<file path="src/rtl/seq_alu_core.sv">
// seq_alu_core: multi-cycle unsigned ALU (add, sub, shift-add multiply,
// restoring divide) with a start/busy/done handshake and registered results.
//
// Handshake: a request is accepted on any rising edge where start=1 and
// busy=0; a, b and op are captured on that edge and never looked at again
// until the next acceptance. busy is high from the cycle after acceptance
// up to and including the cycle before done. done is a one-cycle pulse that
// coincides with result/carry/zero/div_by_zero taking their new values.
// Because busy is low during the done cycle, a new start there is accepted.
module seq_alu_core #(
  parameter int WIDTH = 4,
  parameter int CNT_W = $clog2(WIDTH + 1)
) (
  input  logic                 clk,
  input  logic                 rst_n,
  input  logic                 start,
  input  logic [1:0]           op,
  input  logic [WIDTH-1:0]     a,
  input  logic [WIDTH-1:0]     b,
  output logic [2*WIDTH-1:0]   result,
  output logic                 carry,
  output logic                 zero,
  output logic                 div_by_zero,
  output logic                 busy,
  output logic                 done,
  output logic [1:0]           fsm_state
);

  localparam logic [1:0] OP_ADD = 2'b00;
  localparam logic [1:0] OP_MUL = 2'b01;
  localparam logic [1:0] OP_SUB = 2'b10;
  localparam logic [1:0] OP_DIV = 2'b11;

  typedef enum logic [1:0] {
    S_IDLE = 2'd0,
    S_MUL  = 2'd1,
    S_DIV  = 2'd2
  } state_t;

  state_t               state_q, state_d;
  logic [CNT_W-1:0]     cnt_q, cnt_d;
  logic [WIDTH-1:0]     a_q, a_d, b_q, b_d;
  logic [1:0]           op_q, op_d;
  logic                 pend_q, pend_d;     // single-cycle op waiting to complete
  logic [2*WIDTH-1:0]   work_q, work_d;     // {hi, lo} iteration register
  logic [2*WIDTH-1:0]   result_q, result_d;
  logic                 carry_q, carry_d;
  logic                 zero_q, zero_d;
  logic                 dbz_q, dbz_d;
  logic                 busy_q, busy_d;
  logic                 done_q, done_d;

  logic                 accept;
  logic [WIDTH:0]       add_sum;
  logic [WIDTH:0]       sub_diff;
  logic [WIDTH:0]       mul_sum;
  logic [2*WIDTH-1:0]   mul_next;
  logic [WIDTH:0]       div_tmp;
  logic [WIDTH:0]       div_diff;
  logic [2*WIDTH-1:0]   div_next;

  // Datapath for one multiply / divide iteration and the single-cycle ops
  always_comb begin
    accept   = start && !busy_q;
    add_sum  = {1'b0, a_q} + {1'b0, b_q};
    sub_diff = {1'b0, a_q} - {1'b0, b_q};
    // Shift-add: multiplier sits in the low half and shifts out LSB first,
    // the partial product grows into the high half with its carry kept.
    mul_sum  = {1'b0, work_q[2*WIDTH-1:WIDTH]} + {1'b0, (work_q[0] ? a_q : {WIDTH{1'b0}})};
    mul_next = {mul_sum, work_q[WIDTH-1:1]};
    // Restoring division: high half is the partial remainder, low half the
    // dividend shifting out MSB first while quotient bits shift in.
    div_tmp  = work_q[2*WIDTH-1:WIDTH-1];
    div_diff = div_tmp - {1'b0, b_q};
    div_next = div_diff[WIDTH] ? {div_tmp[WIDTH-1:0], work_q[WIDTH-2:0], 1'b0}
                               : {div_diff[WIDTH-1:0], work_q[WIDTH-2:0], 1'b1};
  end

  // Next-state logic: accept, iterate, and finalise results on completion
  always_comb begin
    state_d  = state_q;
    cnt_d    = cnt_q;
    a_d      = a_q;
    b_d      = b_q;
    op_d     = op_q;
    pend_d   = pend_q;
    work_d   = work_q;
    result_d = result_q;
    carry_d  = carry_q;
    zero_d   = zero_q;
    dbz_d    = dbz_q;
    busy_d   = busy_q;
    done_d   = 1'b0;
    case (state_q)
      S_IDLE: begin
        if (pend_q) begin
          pend_d = 1'b0;
          busy_d = 1'b0;
          done_d = 1'b1;
          case (op_q)
            OP_ADD: begin
              result_d = {{(WIDTH-1){1'b0}}, add_sum};
              carry_d  = add_sum[WIDTH];
              dbz_d    = 1'b0;
            end
            OP_SUB: begin
              result_d = {{WIDTH{1'b0}}, sub_diff[WIDTH-1:0]};
              carry_d  = sub_diff[WIDTH];
              dbz_d    = 1'b0;
            end
            default: begin
              // Only divide-by-zero reaches here without iterating.
              result_d = {a_q, {WIDTH{1'b1}}};
              carry_d  = 1'b0;
              dbz_d    = 1'b1;
            end
          endcase
        end else if (accept) begin
          a_d    = a;
          b_d    = b;
          op_d   = op;
          busy_d = 1'b1;
          if (op == OP_MUL) begin
            state_d = S_MUL;
            cnt_d   = CNT_W'(WIDTH);
            work_d  = {{WIDTH{1'b0}}, b};
          end else if (op == OP_DIV && b != {WIDTH{1'b0}}) begin
            state_d = S_DIV;
            cnt_d   = CNT_W'(WIDTH);
            work_d  = {{WIDTH{1'b0}}, a};
          end else begin
            pend_d = 1'b1;
          end
        end
      end
      S_MUL, S_DIV: begin
        if (cnt_q != {CNT_W{1'b0}}) begin
          work_d = (state_q == S_MUL) ? mul_next : div_next;
          cnt_d  = cnt_q - CNT_W'(1);
        end else begin
          result_d = work_q;
          carry_d  = 1'b0;
          dbz_d    = 1'b0;
          busy_d   = 1'b0;
          done_d   = 1'b1;
          state_d  = S_IDLE;
        end
      end
      default: state_d = S_IDLE;
    endcase
    if (done_d) zero_d = (result_d == {(2*WIDTH){1'b0}});
  end

  // State and output registers; reset aborts any operation in flight
  always_ff @(posedge clk or negedge rst_n) begin
    if (!rst_n) begin
      state_q  <= S_IDLE;
      cnt_q    <= '0;
      a_q      <= '0;
      b_q      <= '0;
      op_q     <= '0;
      pend_q   <= 1'b0;
      work_q   <= '0;
      result_q <= '0;
      carry_q  <= 1'b0;
      zero_q   <= 1'b0;
      dbz_q    <= 1'b0;
      busy_q   <= 1'b0;
      done_q   <= 1'b0;
    end else begin
      state_q  <= state_d;
      cnt_q    <= cnt_d;
      a_q      <= a_d;
      b_q      <= b_d;
      op_q     <= op_d;
      pend_q   <= pend_d;
      work_q   <= work_d;
      result_q <= result_d;
      carry_q  <= carry_d;
      zero_q   <= zero_d;
      dbz_q    <= dbz_d;
      busy_q   <= busy_d;
      done_q   <= done_d;
    end
  end

  assign result      = result_q;
  assign carry       = carry_q;
  assign zero        = zero_q;
  assign div_by_zero = dbz_q;
  assign busy        = busy_q;
  assign done        = done_q;
  assign fsm_state   = state_q;

endmodule
</file>
<file path="config.mk">
export PLATFORM = sky130hd
export DESIGN_NAME = seq_alu_core
export DESIGN_NICKNAME = d
export VERILOG_FILES = /design/src/rtl/seq_alu_core.sv
export SDC_FILE = /design/constraint.sdc
export NUM_CORES = 1
export LEC_CHECK = 0
export ABC_AREA = 1
export ABC_CLOCK_PERIOD_IN_PS = 4130
export BUFFER_PORTS_ARGS = -buffer_cell sky130_fd_sc_hd__buf_2
export CORE_ASPECT_RATIO = 0.9
export CORE_MARGIN = 1
export CORE_UTILIZATION = 60
export CTS_CLUSTER_DIAMETER = 120
export DETAILED_ROUTE_END_ITERATION = 10
export PLACE_DENSITY = 0.91
export SYNTH_ARGS = -nofsm -noshare
export SYNTH_HDL_FRONTEND = slang
export SYNTH_SLANG_ARGS = --single-unit
</file>
<file path="constraint.sdc">
create_clock -name clk -period 4.13 [get_ports clk]
set_clock_uncertainty 0.2 [all_clocks]
set_input_delay 0.6195 -clock clk [delete_from_list [all_inputs] [get_ports clk]]
set_output_delay 0.6195 -clock clk [all_outputs]
set_load 0.01 [all_outputs]
</file>
==> impl_metrics.tcl <==
set metrics [dict create \
    clk_path_buf_depth 2 \
    power_density_nw_per_um2 887 \
    status "complete, no violations" \
    ios 28 \
    setup_viol 0 \
    synth.net_count 392 \
    pre_cts_ws_ns 1.70 \
    port_buffers 27 \
    cts-resized-gates 0 \
    slowest_delay_ns 0.59 \
    cts_buffers 5 \
    avgViaCountPerCell 5.47 \
    combPwrFrac 0.605 \
    cp_data_arrival_time_ns 2.46 \
    synth_seq_cells 37 \
    drt_iter0_markers 187 \
    path_buf_inv 3 \
    dp_hpwl_um 4620 \
    synth_area_leaders "dfrtp_1 (35%), nand2_1 (13%), ha_1 (10%), inv_1 (7.1%), nand3_1 (5.5%)" \
    multi_input_area_um2 1440 \
    worst_slew_pin_slew_ns 0.820 \
    switching_share 0.504 \
    drt_wl_total_um 6140 \
    critPathLaunchType "flip-flop" \
    cts_hold_buf 0 \
    die_h_um 64.9 \
    ant_nets 0 \
    rsz0062_at_grt "no" \
    cts_sinks 37 \
    endpoint_kind "flip-flop" \
    syn_to_final_growth_pct 10.5 \
    synth_edf_count 0 \
    grt_max_degree 38 \
    vias 2430 \
    synth.most_common_cell "nand2_1" \
    clk-insertion-delay-late_ns 0.29 \
    vdd_drop_max_v 0.000476 \
    p_leak_nw 1.66 \
    drive_gt1_frac 0.161 \
    seqCellArea_um2 926 \
    track_usage 0.300 \
    worstSetupPathType "reg2reg" \
    htreeDepth 2 \
    r2r-start "fsm_state[1]" \
    nets 421 \
    wl_per_cell_um 13.8 \
    cts_tree "done" \
    grt_pass1_vias 2325 \
    synth_ff_type "dfrtp_1" \
    synth_cell_types 30 \
    yosysWarnings 0 \
    slowest_stage "nor2_1" \
    nFillCells 327 \
    yosys-top-cells-count "nand2_1 (94), inv_1 (50), dfrtp_1 (37)" \
    clk_pin_slew_ns 0.07 \
    crit_fanout 12 \
    diodes 0 \
    relSlewSlack 0.453 \
    syn-instance-count 354 \
    grt_pass1_wl_um 10700 \
    dieArea_um2 4670 \
    intPower_w 0.00128 \
    synth_area_per_cell_um2 7.45 \
    crit_chain "inv_1, ha_1, nor2_1, inv_1, nand2_1, nor2_1, inv_1, nand2_1, nand2_1" \
    gp_congestion 1.01 \
    rr_endpoint "work_q[4]" \
    setup_slack_ns 1.65 \
    finalMaxSlewViolations 0 \
    hold_ws_ns 0.224 \
    root_buffer "clkbuf_8" \
    hold_viol_final 0 \
    fin_util 0.701 \
    crit_family "simple AND/OR/NAND/NOR gates" \
    drc 0 \
    start_util 0.635 \
    power_frac_seq 0.270 \
    dr.pass1.iters 5 \
    rr_worst_depth 9 \
    hp-class "in2async" \
    fin_crit_ns 2.48 \
    synth_top_area_share 0.351 \
    gr-total-overflow 0 \
    reg2reg_setup_slack_ns 1.65 \
    async_reset_ff_frac 1.00 \
    max_freq_mhz 403 \
    cp.required_ns 4.11 \
    min_period_over_period 0.600 \
    p_switching_w 0.00130 \
    synth_area_leader_cell "dfrtp_1" \
    core-area_um2 4160 \
    cap_violations 0 \
    cts_setup_buffers 0 \
    placementRows 22 \
    power_frac_clock 0.125 \
    mappedNetlistArea_um2 2640 \
    synth_seq_area_share 0.351 \
    die_x_um 71.9 \
    finalSetupTns_ns 0 \
    antenna_found_initial 0 \
]
## layout by cell type, fill, tap and decap left out, drive strengths merged, types with 2 or more instances in the layout
master / Yosys / layout
inv: 57 / 57
nor2: 26 / 26
a21o: 2 / 2
dfrtp: 37 / 37
clkbuf: 0 / 7
ha: 21 / 21
nand4: 4 / 4
fa: 4 / 4
nand3: 30 / 30
o21ai: 36 / 36
or2: 3 / 3
a21oi: 17 / 17
buf: 5 / 27
mux2: 3 / 3
nand2: 101 / 101
## flip-flops by register name, indices dropped and copies added (netlist names)
register	flops
div_by_zero	1
cnt_q	3
carry	1
result	8
work_q	8
fsm_state	2
b_q	4
done	1
op_q	2
pend_q	1
a_q	4
busy	1
zero	1
## kinds of logic (layout without fill, tap and decap cells)
| group | after synthesis | in the layout | share of synthesized area |
|---|---|---|---|
| buffers and inverters | 63 | 93 | 0.102 |
| flip-flops | 37 | 37 | 0.351 |
| AND/OR/NAND/NOR | 164 | 164 | 0.273 |
| XOR/XNOR | 2 | 2 | 0.00664 |
| AO/OA/AOI/OAI | 60 | 60 | 0.125 |
| multiplexers | 3 | 3 | 0.0128 |
| adder cells (fa/ha/maj) | 25 | 25 | 0.130 |
## worst reg2reg max path, stage by stage (launching register included)
cell and delay (ns):
dfrtp_1 0.39, inv_1 0.10, ha_1 0.44, nor2_1 0.16, inv_1 0.08, nand2_1 0.05
nor2_1 0.59, inv_1 0.19, nand2_1 0.11, nand2_1 0.05
## area by class of cell
class,count,area share
Tap cell,60,0.0258
Multi-Input combinational cell,254,0.495
Clock buffer,7,0.0296
Clock inverter,1,0.0103
Inverter,58,0.0747
Timing Repair Buffer,27,0.0464
Sequential cell,37,0.318
## metrics by stage
stage	instances	area (um2)	power, W
finish	444	2910	0.00259
global route	444	2910	0.00286
CTS	444	2910	0.00256
detailed placement	436	2800	0.00222
global placement	436	2800	0.00216
floorplan	354	2640	0.00189
## power by group through the flow
stage	clock network (W)	logic [W]	registers [W]
finish	0.000324	0.00156	0.000698
global route	0.000337	0.00180	0.000723
CTS	0.000324	0.00155	0.000695
detailed placement	0	0.00152	0.000700
global placement	0	0.00147	0.000693
floorplan	0	0.00121	0.000675
## how the worst max path moves through the flow
stage	start	end	slack, ns	cells after the start
after floorplan	work_q[3]	work_q[4]	2.05	14
after global placement	fsm_state[0]	work_q[4]	1.79	9
after detailed placement	fsm_state[1]	work_q[6]	1.70	9
after CTS	fsm_state[1]	cnt_q[2]	1.67	8
after global routing	fsm_state[1]	work_q[6]	1.32	9
final	fsm_state[1]	work_q[4]	1.65	9
## layer usage
metal | global-route usage | up-vias | part of all wire
li1 | - | 1187 | -
met1 | 0.389 | 1124 | 0.44
met2 | 0.501 | 97 | 0.47
met3 | 0.0575 | 22 | 0.067
met4 | 0.103 | 0 | 0.027
met5 | 0 | - | 0
No activity file was read; power rests on OpenSTA's default activity.
